`src/rtl/i2c_byte_ctrl.sv`:
```
// i2c_byte_ctrl: byte-level I2C sequencer on top of a bit-level PHY.
// Runs START / 8-bit WRITE+ACK or READ+ACK / STOP as a chain of PHY bit ops.
//
// Ports:
//   clk, rst (async, active-low)
//   cmd_valid/cmd_ready       command handshake (ready only in IDLE)
//   cmd_start/stop/write/read command phases, cmd_ack = ACK bit sent after a read
//   tx_byte                   byte to write
//   rx_byte, rx_ack           last read byte / ACK sampled after a write
//   done, err                 one-cycle completion / error pulses
//   busy                      command in progress
//   phy_*_bit, phy_release_bus one-cycle PHY command pulses
//   phy_tx_data               bit to write, stable for the whole bit op
//   phy_busy, phy_rx_data_reg, bus_control_reg  PHY status
module i2c_byte_ctrl #(
    parameter int BUSY_TIMEOUT = 1023
) (
    input  logic       clk,
    input  logic       rst,
    input  logic       cmd_valid,
    output logic       cmd_ready,
    input  logic       cmd_start,
    input  logic       cmd_stop,
    input  logic       cmd_write,
    input  logic       cmd_read,
    input  logic       cmd_ack,
    input  logic [7:0] tx_byte,
    output logic [7:0] rx_byte,
    output logic       rx_ack,
    output logic       done,
    output logic       err,
    output logic       busy,
    output logic       phy_start_bit,
    output logic       phy_stop_bit,
    output logic       phy_write_bit,
    output logic       phy_read_bit,
    output logic       phy_release_bus,
    output logic       phy_tx_data,
    input  logic       phy_busy,
    input  logic       phy_rx_data_reg,
    input  logic       bus_control_reg
);

    typedef enum logic [3:0] {
        S_IDLE,
        S_START,
        S_WRITE,
        S_WRITE_ACK,
        S_READ,
        S_READ_ACK,
        S_STOP,
        S_DONE,
        S_ABORT
    } state_t;

    typedef enum logic [1:0] {
        P_ISSUE,
        P_WAIT_HI,
        P_WAIT_LO
    } phase_t;

    // Timer counts 0..BUSY_TIMEOUT-1; the last value aborts on the next wait.
    localparam int TW = (BUSY_TIMEOUT > 2) ? $clog2(BUSY_TIMEOUT) : 1;
    localparam logic [TW-1:0] TMO_LAST = TW'(BUSY_TIMEOUT - 1);

    state_t        state_q, state_d;
    phase_t        phase_q, phase_d;
    logic [2:0]    cnt_q, cnt_d;
    logic [TW-1:0] tmo_q, tmo_d;
    logic [7:0]    tx_q, tx_d;
    logic [7:0]    rxb_q, rxb_d;
    logic          rxa_q, rxa_d;
    logic          c_stop_q, c_stop_d;
    logic          c_write_q, c_write_d;
    logic          c_read_q, c_read_d;
    logic          c_ack_q, c_ack_d;
    logic          rej_q, rej_d;
    logic          issue_ok;
    logic          wait_c;
    logic          complete;

    // Phase that follows START (or acceptance when no START is asked for).
    function automatic state_t after_start(input logic w, input logic r,
                                           input logic p);
        state_t s;
        if (w) begin
            s = S_WRITE;
        end else if (r) begin
            s = S_READ;
        end else if (p) begin
            s = S_STOP;
        end else begin
            s = S_DONE;
        end
        return s;
    endfunction

    function automatic state_t after_ack(input logic p);
        return p ? S_STOP : S_DONE;
    endfunction

    always_ff @(posedge clk or negedge rst) begin
        if (!rst) begin
            state_q   <= S_IDLE;
            phase_q   <= P_ISSUE;
            cnt_q     <= 3'd0;
            tmo_q     <= '0;
            tx_q      <= 8'h00;
            rxb_q     <= 8'h00;
            rxa_q     <= 1'b1;
            c_stop_q  <= 1'b0;
            c_write_q <= 1'b0;
            c_read_q  <= 1'b0;
            c_ack_q   <= 1'b0;
            rej_q     <= 1'b0;
        end else begin
            state_q   <= state_d;
            phase_q   <= phase_d;
            cnt_q     <= cnt_d;
            tmo_q     <= tmo_d;
            tx_q      <= tx_d;
            rxb_q     <= rxb_d;
            rxa_q     <= rxa_d;
            c_stop_q  <= c_stop_d;
            c_write_q <= c_write_d;
            c_read_q  <= c_read_d;
            c_ack_q   <= c_ack_d;
            rej_q     <= rej_d;
        end
    end

    always_comb begin
        state_d   = state_q;
        phase_d   = phase_q;
        cnt_d     = cnt_q;
        tmo_d     = tmo_q;
        tx_d      = tx_q;
        rxb_d     = rxb_q;
        rxa_d     = rxa_q;
        c_stop_d  = c_stop_q;
        c_write_d = c_write_q;
        c_read_d  = c_read_q;
        c_ack_d   = c_ack_q;
        rej_d     = 1'b0;
        issue_ok  = 1'b0;
        wait_c    = 1'b0;
        complete  = 1'b0;

        unique case (state_q)
            S_IDLE: begin
                if (cmd_valid) begin
                    if (cmd_write && cmd_read) begin
                        rej_d = 1'b1;
                    end else begin
                        c_stop_d  = cmd_stop;
                        c_write_d = cmd_write;
                        c_read_d  = cmd_read;
                        c_ack_d   = cmd_ack;
                        tx_d      = tx_byte;
                        cnt_d     = 3'd7;
                        tmo_d     = '0;
                        phase_d   = P_ISSUE;
                        state_d   = cmd_start ? S_START
                                  : after_start(cmd_write, cmd_read,
                                                cmd_stop);
                    end
                end
            end

            S_DONE, S_ABORT: begin
                state_d = S_IDLE;
                phase_d = P_ISSUE;
            end

            default: begin
                unique case (phase_q)
                    P_ISSUE: begin
                        if (!phy_busy) begin
                            issue_ok = 1'b1;
                            phase_d  = P_WAIT_HI;
                            tmo_d    = '0;
                        end else begin
                            wait_c = 1'b1;
                        end
                    end
                    P_WAIT_HI: begin
                        if (phy_busy) begin
                            phase_d = P_WAIT_LO;
                        end else begin
                            wait_c = 1'b1;
                        end
                    end
                    P_WAIT_LO: begin
                        if (phy_busy) begin
                            wait_c = 1'b1;
                        end else begin
                            complete = 1'b1;
                        end
                    end
                    default: phase_d = P_ISSUE;
                endcase

                if (wait_c) begin
                    if (tmo_q == TMO_LAST) begin
                        state_d = S_ABORT;
                    end else begin
                        tmo_d = tmo_q + TW'(1);
                    end
                end

                if (complete) begin
                    phase_d = P_ISSUE;
                    tmo_d   = '0;
                    // Losing the bus mid-transfer is fatal; START
                    // is the op that acquires it, so it is exempt.
                    if (state_q != S_START && !bus_control_reg) begin
                        state_d = S_ABORT;
                    end else begin
                        unique case (state_q)
                            S_START: begin
                                state_d = after_start(c_write_q, c_read_q,
                                                      c_stop_q);
                            end
                            S_WRITE: begin
                                tx_d  = {tx_q[6:0], 1'b0};
                                cnt_d = cnt_q - 3'd1;
                                if (cnt_q == 3'd0) begin
                                    state_d = S_WRITE_ACK;
                                end
                            end
                            S_WRITE_ACK: begin
                                rxa_d   = phy_rx_data_reg;
                                state_d = after_ack(c_stop_q);
                            end
                            S_READ: begin
                                rxb_d = {rxb_q[6:0], phy_rx_data_reg};
                                cnt_d = cnt_q - 3'd1;
                                if (cnt_q == 3'd0) begin
                                    state_d = S_READ_ACK;
                                end
                            end
                            S_READ_ACK: begin
                                state_d = after_ack(c_stop_q);
                            end
                            S_STOP: begin
                                state_d = S_DONE;
                            end
                            default: state_d = S_IDLE;
                        endcase
                    end
                end
            end
        endcase
    end

    assign cmd_ready = (state_q == S_IDLE);
    assign busy      = (state_q != S_IDLE);
    assign done      = (state_q == S_DONE);
    assign err       = rej_q | (state_q == S_ABORT);
    assign rx_byte   = rxb_q;
    assign rx_ack    = rxa_q;

    assign phy_start_bit   = issue_ok & (state_q == S_START);
    assign phy_stop_bit    = issue_ok & (state_q == S_STOP);
    assign phy_write_bit   = issue_ok & ((state_q == S_WRITE) |
                                         (state_q == S_READ_ACK));
    assign phy_read_bit    = issue_ok & ((state_q == S_READ) |
                                         (state_q == S_WRITE_ACK));
    assign phy_release_bus = (state_q == S_ABORT);

    // Driven from registered state so it stays put until the op completes.
    assign phy_tx_data = (state_q == S_WRITE)    ? tx_q[7]
                       : (state_q == S_READ_ACK) ? c_ack_q
                       : 1'b0;

endmodule

```
`config.mk`:
```
export PLATFORM = sky130hd
export DESIGN_NAME = i2c_byte_ctrl
export DESIGN_NICKNAME = d
export VERILOG_FILES = /design/src/rtl/i2c_byte_ctrl.sv
export SDC_FILE = /design/constraint.sdc
export NUM_CORES = 1
export LEC_CHECK = 0
export CORE_MARGIN = 2
export CORE_UTILIZATION = 54
export DETAILED_ROUTE_END_ITERATION = 8
export GPL_ROUTABILITY_DRIVEN = 0
export PLACE_DENSITY = 0.79
export SLEW_MARGIN = 10
export SYNTH_ARGS = -nofsm -noshare
export SYNTH_HDL_FRONTEND = slang
export SYNTH_SLANG_ARGS = --single-unit
export TNS_END_PERCENT = 30
```
`constraint.sdc`:
```
create_clock -name clk -period 2.38 [get_ports clk]
set_input_delay 0.476 -clock clk [delete_from_list [all_inputs] [get_ports clk]]
set_output_delay 0.476 -clock clk [all_outputs]
set_load 0.005 [all_outputs]
```
==> results of run 1 <==
==> stage by stage <==
step / cell area [um^2] / setup slack (ps) / utilization, %
after detailed placement: 2977 / -267.7 / 68.36
after floorplan: 2426 / 495.6 / -
after global routing: 3085 / -93.83 / 70.86
after CTS: 3073 / -77.02 / 70.57
final: 3085 / -45.45 / 70.86
after global placement: 2977 / -230.5 / 68.36
==> power groups by stage <==
stage / sequential (W) / clock, W / combinational (W)
final: 0.00101 / 0.000488 / 0.00148
after global routing: 0.00103 / 0.000525 / 0.00164
after CTS: 0.00100 / 0.000492 / 0.00148
after detailed placement: 0.00101 / 0 / 0.00147
after global placement: 0.00100 / 0 / 0.00144
after floorplan: 0.000971 / 0 / 0.00100
==> state kept, by name, summed over array words and instances (netlist names) <==
register / cells
c_ack_q: 1
c_read_q: 1
c_stop_q: 1
c_write_q: 1
cnt_q: 3
phase_q: 2
rej_q: 1
rx_ack: 1
rx_byte: 8
state_q: 4
tmo_q: 10
tx_q: 8
==> cell usage after synthesis, types with 3 or more instances <==
| cell type | n |
|---|---|
| sky130_fd_sc_hd__a211o_1 | 3 |
| sky130_fd_sc_hd__a21oi_1 | 12 |
| sky130_fd_sc_hd__a31oi_1 | 11 |
| sky130_fd_sc_hd__and2_1 | 3 |
| sky130_fd_sc_hd__and3_1 | 3 |
| sky130_fd_sc_hd__buf_2 | 9 |
| sky130_fd_sc_hd__clkbuf_1 | 4 |
| sky130_fd_sc_hd__dfrtp_1 | 40 |
| sky130_fd_sc_hd__ha_1 | 4 |
| sky130_fd_sc_hd__inv_1 | 6 |
| sky130_fd_sc_hd__mux2_1 | 4 |
| sky130_fd_sc_hd__mux2_2 | 7 |
| sky130_fd_sc_hd__mux2i_1 | 10 |
| sky130_fd_sc_hd__nand2_1 | 25 |
| sky130_fd_sc_hd__nand2b_1 | 7 |
| sky130_fd_sc_hd__nand3_1 | 9 |
| sky130_fd_sc_hd__nand4_1 | 3 |
| sky130_fd_sc_hd__nor2_1 | 22 |
| sky130_fd_sc_hd__nor2b_1 | 4 |
| sky130_fd_sc_hd__nor3_1 | 8 |
| sky130_fd_sc_hd__o21ai_0 | 8 |
| sky130_fd_sc_hd__o21ai_1 | 8 |
| sky130_fd_sc_hd__or4_1 | 3 |
==> worst register-to-register path: stages, from the launching register on <==
cell                      delay (ps)
sky130_fd_sc_hd__dfrtp_1         440
sky130_fd_sc_hd__or4_4           620
sky130_fd_sc_hd__inv_2            90
sky130_fd_sc_hd__buf_4           210
sky130_fd_sc_hd__and2_1          280
sky130_fd_sc_hd__mux2_1          350
==> metal layers <==
metal  GRT usage [%]  routed length (um)
met1           28.27                2345
met2           39.77                2755
met3           4.843                 179
met4           5.241                  47
met5               0                   0
==> cell type report <==
| type | instances | area, um^2 | share of cell area, % |
|---|---|---|---|
| multi-input combinational | 197 | 1304 | 42.25 |
| sequential | 41 | 1030 | 33.37 |
| timing repair buffer | 64 | 564.3 | 18.29 |
| clock buffer | 6 | 82.58 | 2.676 |
| tap | 52 | 65.06 | 2.109 |
| inverter | 7 | 26.28 | 0.8516 |
| clock inverter | 2 | 13.76 | 0.4461 |
==> repair_timing <==
action	in CTS	in global routing
buffers inserted	0	0
endpoints found under the setup margin	8	6
endpoints found under the hold margin	0	0
pin swaps	0	1
resized for setup	6	11
==> cell families after synthesis <==
logic type / count (synthesis)
buffers and inverters: 22
AOI/OAI and AO/OA: 58
adders and majority gates: 4
xor gates and xnor gates: 1
and+or+nand+nor: 113
muxes: 21
DFF: 41
==> worst max path at each step <==
| stage | to | slack [ps] | cells past startpoint |
|---|---|---|---|
| after floorplan | tmo_q[5] | 500 | 6 |
| after global placement | phy_read_bit | -230 | 5 |
| after detailed placement | phy_read_bit | -270 | 5 |
| after CTS | phy_start_bit | -80 | 5 |
| after global routing | cmd_ready | -90 | 3 |
| final | cmd_ready | -50 | 3 |
==> impl_summary.txt, run 1 <==
----------------------------------------------------
[Placement]
  Count of buffers from port buffering ... 37
  HPWL after detailed placement ... 4.148 mm
  Cell count after placement ... 361

[Floorplanning]
  Die outline width ... 71.03 um
  Vertical extent of the die ... 71.03 um
  Std cell rows ... 24
  Starting Density ... 55.72%
  Number of placed I/O pins ... 38
  Standard cell core area ... 4354 um^2
  Die area ... 5045 um^2

[Synthesis]
  YS warnings ... 0
  Post-Synthesis Cells ... 260
  Post-synthesis cell type count ... 58
  Number of flops mapped to enable cells by yosys ... 0
  Proportion of synthesized area in mux cells ... 9.232%
  Compound-Gate Fraction of Synth Area ... 15.37%
  Synthesized area ... 2426 um^2
  Number of nets produced by synthesis ... 283
  Dominant combinational cell family by area after synthesis ... simple AND/OR/NAND/NOR gates
  Synth area leaders ... sky130_fd_sc_hd__dfrtp_1 41%, sky130_fd_sc_hd__mux2i_1 4.1%, sky130_fd_sc_hd__nand2_1 3.9%
  Fraction of registers with async set/reset ... 100.0%
  #FFs+latches synth ... 41
  Mean instance size in the synthesized netlist ... 9.331 um^2
  XOR/XNOR Fraction of Synth Area ... 0.3610%
  Adder-cell share of the synthesized area ... 2.063%
  Post-synthesis cell type with the largest combined area ... sky130_fd_sc_hd__dfrtp_1
  Dominant register cell in the synthesized netlist ... sky130_fd_sc_hd__dfrtp_1
  Sequential cell area fraction in the yosys report ... 42.34%
  Share of synthesized cell area in and, or, nand and nor gates ... 26.15%
  Share of the synthesized area in the top cell type ... 41.26%

[Critical path]
  Crit start category ... flip-flop
  Setup slack, reg-to-reg ... 270 ps
  Maximum fanout count along the critical path ... 6
  Worst Setup Path Type ... reg2out
  Critical path data arrival time ... 1950 ps
  RR Startpoint ... state_q[3]
  Total buffers and inverters traversed by the critical path ... 2
  Critical path origin ... state_q[3]
  Slowest library cell on the worst path ... sky130_fd_sc_hd__or4_4
  Setup crit end kind ... primary output
  Reg2reg end ... c_stop_q
  Delay-heaviest family, CP ... simple AND/OR/NAND/NOR gates
  Biggest cell delay along the critical path ... 620 ps
  R2r worst-path depth ... 5
  Cells along the critical path ... or4_4 -> inv_2 -> clkdlybuf4s50_1
  Worst EP required ... 1900 ps

[Timing]
  Final critical delay including setup and external delays ... 2425 ps
  Worst-case hold slack ... 67.99 ps
  Final Max Tran Viols ... 0
  Post-route worst setup slack ... -45.45 ps
  Final period util ... 101.9%
  Achievable clock frequency ... 0.4123 GHz
  Worst max-slew margin expressed relative to the limit ... 65.16%
  Final setup TNS ... -45.45 ps
  Worst Tran Pin Value ... 509.5 ps
  Unrepaired setup endpoints after global routing ... true
  Final setup skew ... 11.88 ps
  Final hold vios ... 0
  Final count of negative-setup-slack endpoints ... 1

[Final layout]
  Net count, final ... 339
  Number of antenna cells inserted ... 0
  Fillers ... 337
  Syn-to-layout area delta ... 27.18%
  Count of placed standard cells in the final layout, fillers left out ... 369
  Share of post-route cells with drive strength above 1 ... 19.87%
  Top library cells by usage in the layout, fill and taps aside ... 38 x sky130_fd_sc_hd__dfrtp_1, 30 x sky130_fd_sc_hd__clkdlybuf4s50_1, 26 x sky130_fd_sc_hd__buf_4
  Most frequent standard cell in the layout excluding fill and tap cells ... sky130_fd_sc_hd__dfrtp_1

[Pwr]
  Switching Fraction ... 39.49%
  Total power per unit cell area ... 964.3 nW/um^2
  Total power draw ... 0.002975 W
  Leakage power figure ... 1.434 nW
  Portion of total power attributed to combinational logic ... 49.8%
  Portion of total power attributed to the clock network ... 16.4%
  Switching component of the power ... 0.001175 W
  Maximum vdd drop ... 604.3 uV
  Internal power component ... 0.001800 W
  Sequential Power Share ... 33.8%

[GRT]
  Total routing usage reported by global routing ... 22.51%
  Number of global-route vias before repair ... 2023
  Total congestion overflow after global routing ... 0
  Global-route wire length before repair ... 9.080 mm
  Largest net degree at the start of global routing ... 18
  Initial antenna violation count ... 0

[Outcome]
  Failing checks ... negative setup slack
  Run status ... finished, violations left

[Clocking]
  CTS tree ... built
  Largest buffer count on any clock path ... 2
  Number of buffers created by CTS ... 5
  Register clock-pin slew on the reported worst setup and hold paths ... 90 ps
  Number of levels the H-tree was split into ... 2
  Hold buffer count at cts ... 0
  Skew-Pair Late Insertion Delay ... 300 ps
  Clk root buf ... sky130_fd_sc_hd__clkbuf_8
  Clock Sink Count ... 41

[Job]
  Count of max-cap constraint violations ... 0

[Routing]
  DRC violations left ... 0
  Via-to-Cell Ratio ... 5.759
  Antenna Violating Nets Remaining ... 0
  Post-detailed-route wirelength per cell ... 14.44 um
  Pre-Repair DR Iteration Count ... 4
  Number of vias after detailed routing ... 2125
  Wirelength, routed ... 5.328 mm
  First-iteration detailed-routing DRC count ... 117

[Worst hold path]
  Worst hold path class ... in2async

----------------------------------------------------
Note: power is estimated with default switching activity, not from simulation.
==> run 2, diff against run 1 <==
Settings changed: CTS_CLUSTER_DIAMETER set to 40.
==> results of run 2 <==
Final layout, timing and power as in run 1 (identical DEF).
==> run 3, diff against run 2 <==
Settings changed: CORE_MARGIN 2 to not set, CORE_UTILIZATION 54 to 63, DONT_BUFFER_PORTS set to 1, PLACE_DENSITY 0.79 to 0.78, RECOVER_POWER set to 25.
==> impl_summary.txt, run 3 (synthesis gave the netlist of run 1 again) <==
----------------------------------------------------
[Floorplanning]
  Die area ... 4103 um^2 (-19%)
  Starting Density ... 65.77% (+10 points)
  Vertical extent of the die ... 64.06 um (-9.8%)
  Die outline width ... 64.06 um (-9.8%)
  Number of placed I/O pins ... 38 (unchanged)
  Standard cell core area ... 3689 um^2 (-15%)
  Std cell rows ... 22 (-8.3%)

[Final layout]
  Register containing the most flip-flops in the final layout ... tmo_q
  Top library cells by usage in the layout, fill and taps aside ... 40 x sky130_fd_sc_hd__dfrtp_1, 25 x sky130_fd_sc_hd__nand2_1, 22 x sky130_fd_sc_hd__nor2_1
  Number of antenna cells inserted ... 0 (unchanged)
  Syn-to-layout area delta ... 5.931%
  Most frequent standard cell in the layout excluding fill and tap cells ... sky130_fd_sc_hd__dfrtp_1
  Share of post-route cells with drive strength above 1 ... 12.98% (-6.9 points)
  Max FFs per register ... 10 (unchanged)
  Final instance area ... 2570 um^2 (-17%)
  Fillers ... 306 (-9.2%)
  Net count, final ... 284 (-16%)

[Routing]
  First-iteration detailed-routing DRC count ... 166 (+42%)
  Post-detailed-route wirelength per cell ... 16.68 um (+16%)
  Via-to-Cell Ratio ... 6.261 (+8.7%)
  Pre-Repair DR Iteration Count ... 4 (unchanged)
  Wirelength, routed ... 5.171 mm (-2.9%)
  Number of vias after detailed routing ... 1941 (-8.7%)
  Antenna Violating Nets Remaining ... 0 (unchanged)
  DRC violations left ... 0 (unchanged)

[Timing]
  Final setup TNS ... 0 ps (+45.45 ps)
  Worst Tran Pin Value ... 1767 ps (+1257 ps)
  Final critical delay including setup and external delays ... 2212 ps (-213.8 ps)
  Final period util ... 92.93% (-9.0 points)
  Final count of negative-setup-slack endpoints ... 0 (-1)
  Final setup skew ... 6.151 ps (-5.731 ps)
  Final Max Tran Viols ... 41 (+41)
  Final hold vios ... 0 (unchanged)
  Unrepaired setup endpoints after global routing ... false
  Worst max-slew margin expressed relative to the limit ... -17.77% (-83 points)
  Achievable clock frequency ... 0.4522 GHz (+9.7%)

[GRT]
  Largest net degree at the start of global routing ... 41 (+23)
  Total congestion overflow after global routing ... 0 (unchanged)
  Global-route wire length before repair ... 8.590 mm (-5.4%)
  Number of global-route vias before repair ... 1825 (-9.8%)
  Initial antenna violation count ... 0 (unchanged)
  Total routing usage reported by global routing ... 27.52% (+5.0 points)

[Clocking]
  Clk root buf ... sky130_fd_sc_hd__clkbuf_8
  Skew-Pair Late Insertion Delay ... 300 ps (about the same)
  Clock Sink Count ... 41 (unchanged)
  Largest buffer count on any clock path ... 2 (unchanged)
  Number of levels the H-tree was split into ... 2 (unchanged)
  Number of buffers created by CTS ... 5 (unchanged)
  Post-cts resize count ... 0 (-6)
  CTS tree ... built
  Register clock-pin slew on the reported worst setup and hold paths ... 90 ps (about the same)

[Worst hold path]
  Worst hold path class ... in2reg

[Outcome]
  Failing checks ... max-capacitance violations, max-slew violations
  Run status ... finished, violations left

[Critical path]
  Critical path data arrival time ... 1740 ps (-210 ps)
  Critical path origin ... phase_q[1]
  RR Startpoint ... state_q[1]
  Maximum fanout count along the critical path ... 9 (+3)
  Setup crit end kind ... primary output
  Crit start category ... flip-flop
  Worst Setup Path Type ... reg2out
  Termination of the worst setup path ... phy_read_bit
  Worst EP required ... 1900 ps (about the same)
  Reg2reg end ... tmo_q[0]
  R2r worst-path depth ... 6 (+1)
  Setup slack, reg-to-reg ... 340 ps (+70 ps)

[Pwr]
  Leakage power figure ... 1.155 nW (-19%)
  Total power per unit cell area ... 1051 nW/um^2 (+9.0%)
  Maximum vdd drop ... 647.7 uV (+7.2%)

[Placement]
  Placement Cell Area ... 2456 um^2 (-17%)
  HPWL after detailed placement ... 3.656 mm (-12%)
  Count of buffers from port buffering ... 0 (-100%)

[Job]
  Count of max-cap constraint violations ... 1 (+1)

----------------------------------------------------
## run 3: cell types whose count changed in the layout (fill, tap and decap cells not counted), moves of 2 or more
cell	previous run	this run
sky130_fd_sc_hd__clkinvlp_4	0	3
sky130_fd_sc_hd__dfrtp_2	2	0
sky130_fd_sc_hd__dlymetal6s2s_1	2	0
sky130_fd_sc_hd__buf_4	26	7
sky130_fd_sc_hd__dlygate4sd2_1	2	0
sky130_fd_sc_hd__dfrtp_1	38	40
sky130_fd_sc_hd__clkbuf_2	2	0
sky130_fd_sc_hd__clkdlybuf4s50_1	30	0
## run 3: worst min-delay path by stage
stage / from / endpoint / cells past startpoint
floorplan: rst / c_ack_q / 0
global placement: rst / phase_q[0] / 0
detailed placement: rst / state_q[3] / 0
CTS: rst / rx_ack / 0
global route: phy_busy / phase_q[0] / 1
finish: phy_busy / phase_q[0] / 1
## run 3: through the flow
| step | cells | util, % | hold WS (ps) | power [W] | setup WS, ps |
|---|---|---|---|---|---|
| floorplan | 260 | - | 180.4 | 0.001971 | 495.6 |
| global placement | 300 | 66.59 | 181.7 | 0.002180 | 412.8 |
| detailed placement | 300 | 66.59 | 181.5 | 0.002202 | 403.7 |
| CTS | 309 | 69.61 | 2.580 | 0.002690 | 194.2 |
| global route | 310 | 69.67 | 279.2 | 0.002897 | 123.8 |
| finish | 310 | 69.67 | 267.0 | 0.002701 | 168.4 |
## run 3: per-layer routing
layer	global-route usage (%)	wire length, um	up-vias	part of all wire [%]
met3	6.607	342	8	6.6
met1	40.66	2461	928	48
met2	39.49	2280	63	44
met5	0	0	-	0
li1	-	-	942	-
met4	9.091	87	0	1.7
## run 3: layout make-up
cell class,count,area [um^2],share of cell area [%]
Multi-Input combinational cell,197,1290,50.19
Sequential cell,41,1027,39.97
Timing Repair Buffer,9,75.07,2.921
Clock buffer,5,68.82,2.678
Tap cell,48,60.06,2.337
Inverter,7,26.28,1.022
Clock inverter,3,22.52,0.8763
## run 3: power by group
part | internal, W | switching (W) | leakage (nW)
Sequential | 0.000864 | 0.000170 | 0.527
Clock | 0.000206 | 0.000262 | 0.0364
Combinational | 0.000483 | 0.000717 | 0.592
Total | 0.00155 | 0.00115 | 1.16
## run 3: critical path, cell delays in order, from the launching register on
cell and delay (ps):
sky130_fd_sc_hd__dfrtp_1 470, sky130_fd_sc_hd__or3_1 470, sky130_fd_sc_hd__or2_2 310, sky130_fd_sc_hd__a21oi_1 180
## run 3: what timing repair did
action / in CTS / in global routing
hold buffers: 1 / 1
setup endpoints to repair: 0 / 0
hold endpoints to repair: 40 / 1
buffers inserted: 0 / 0
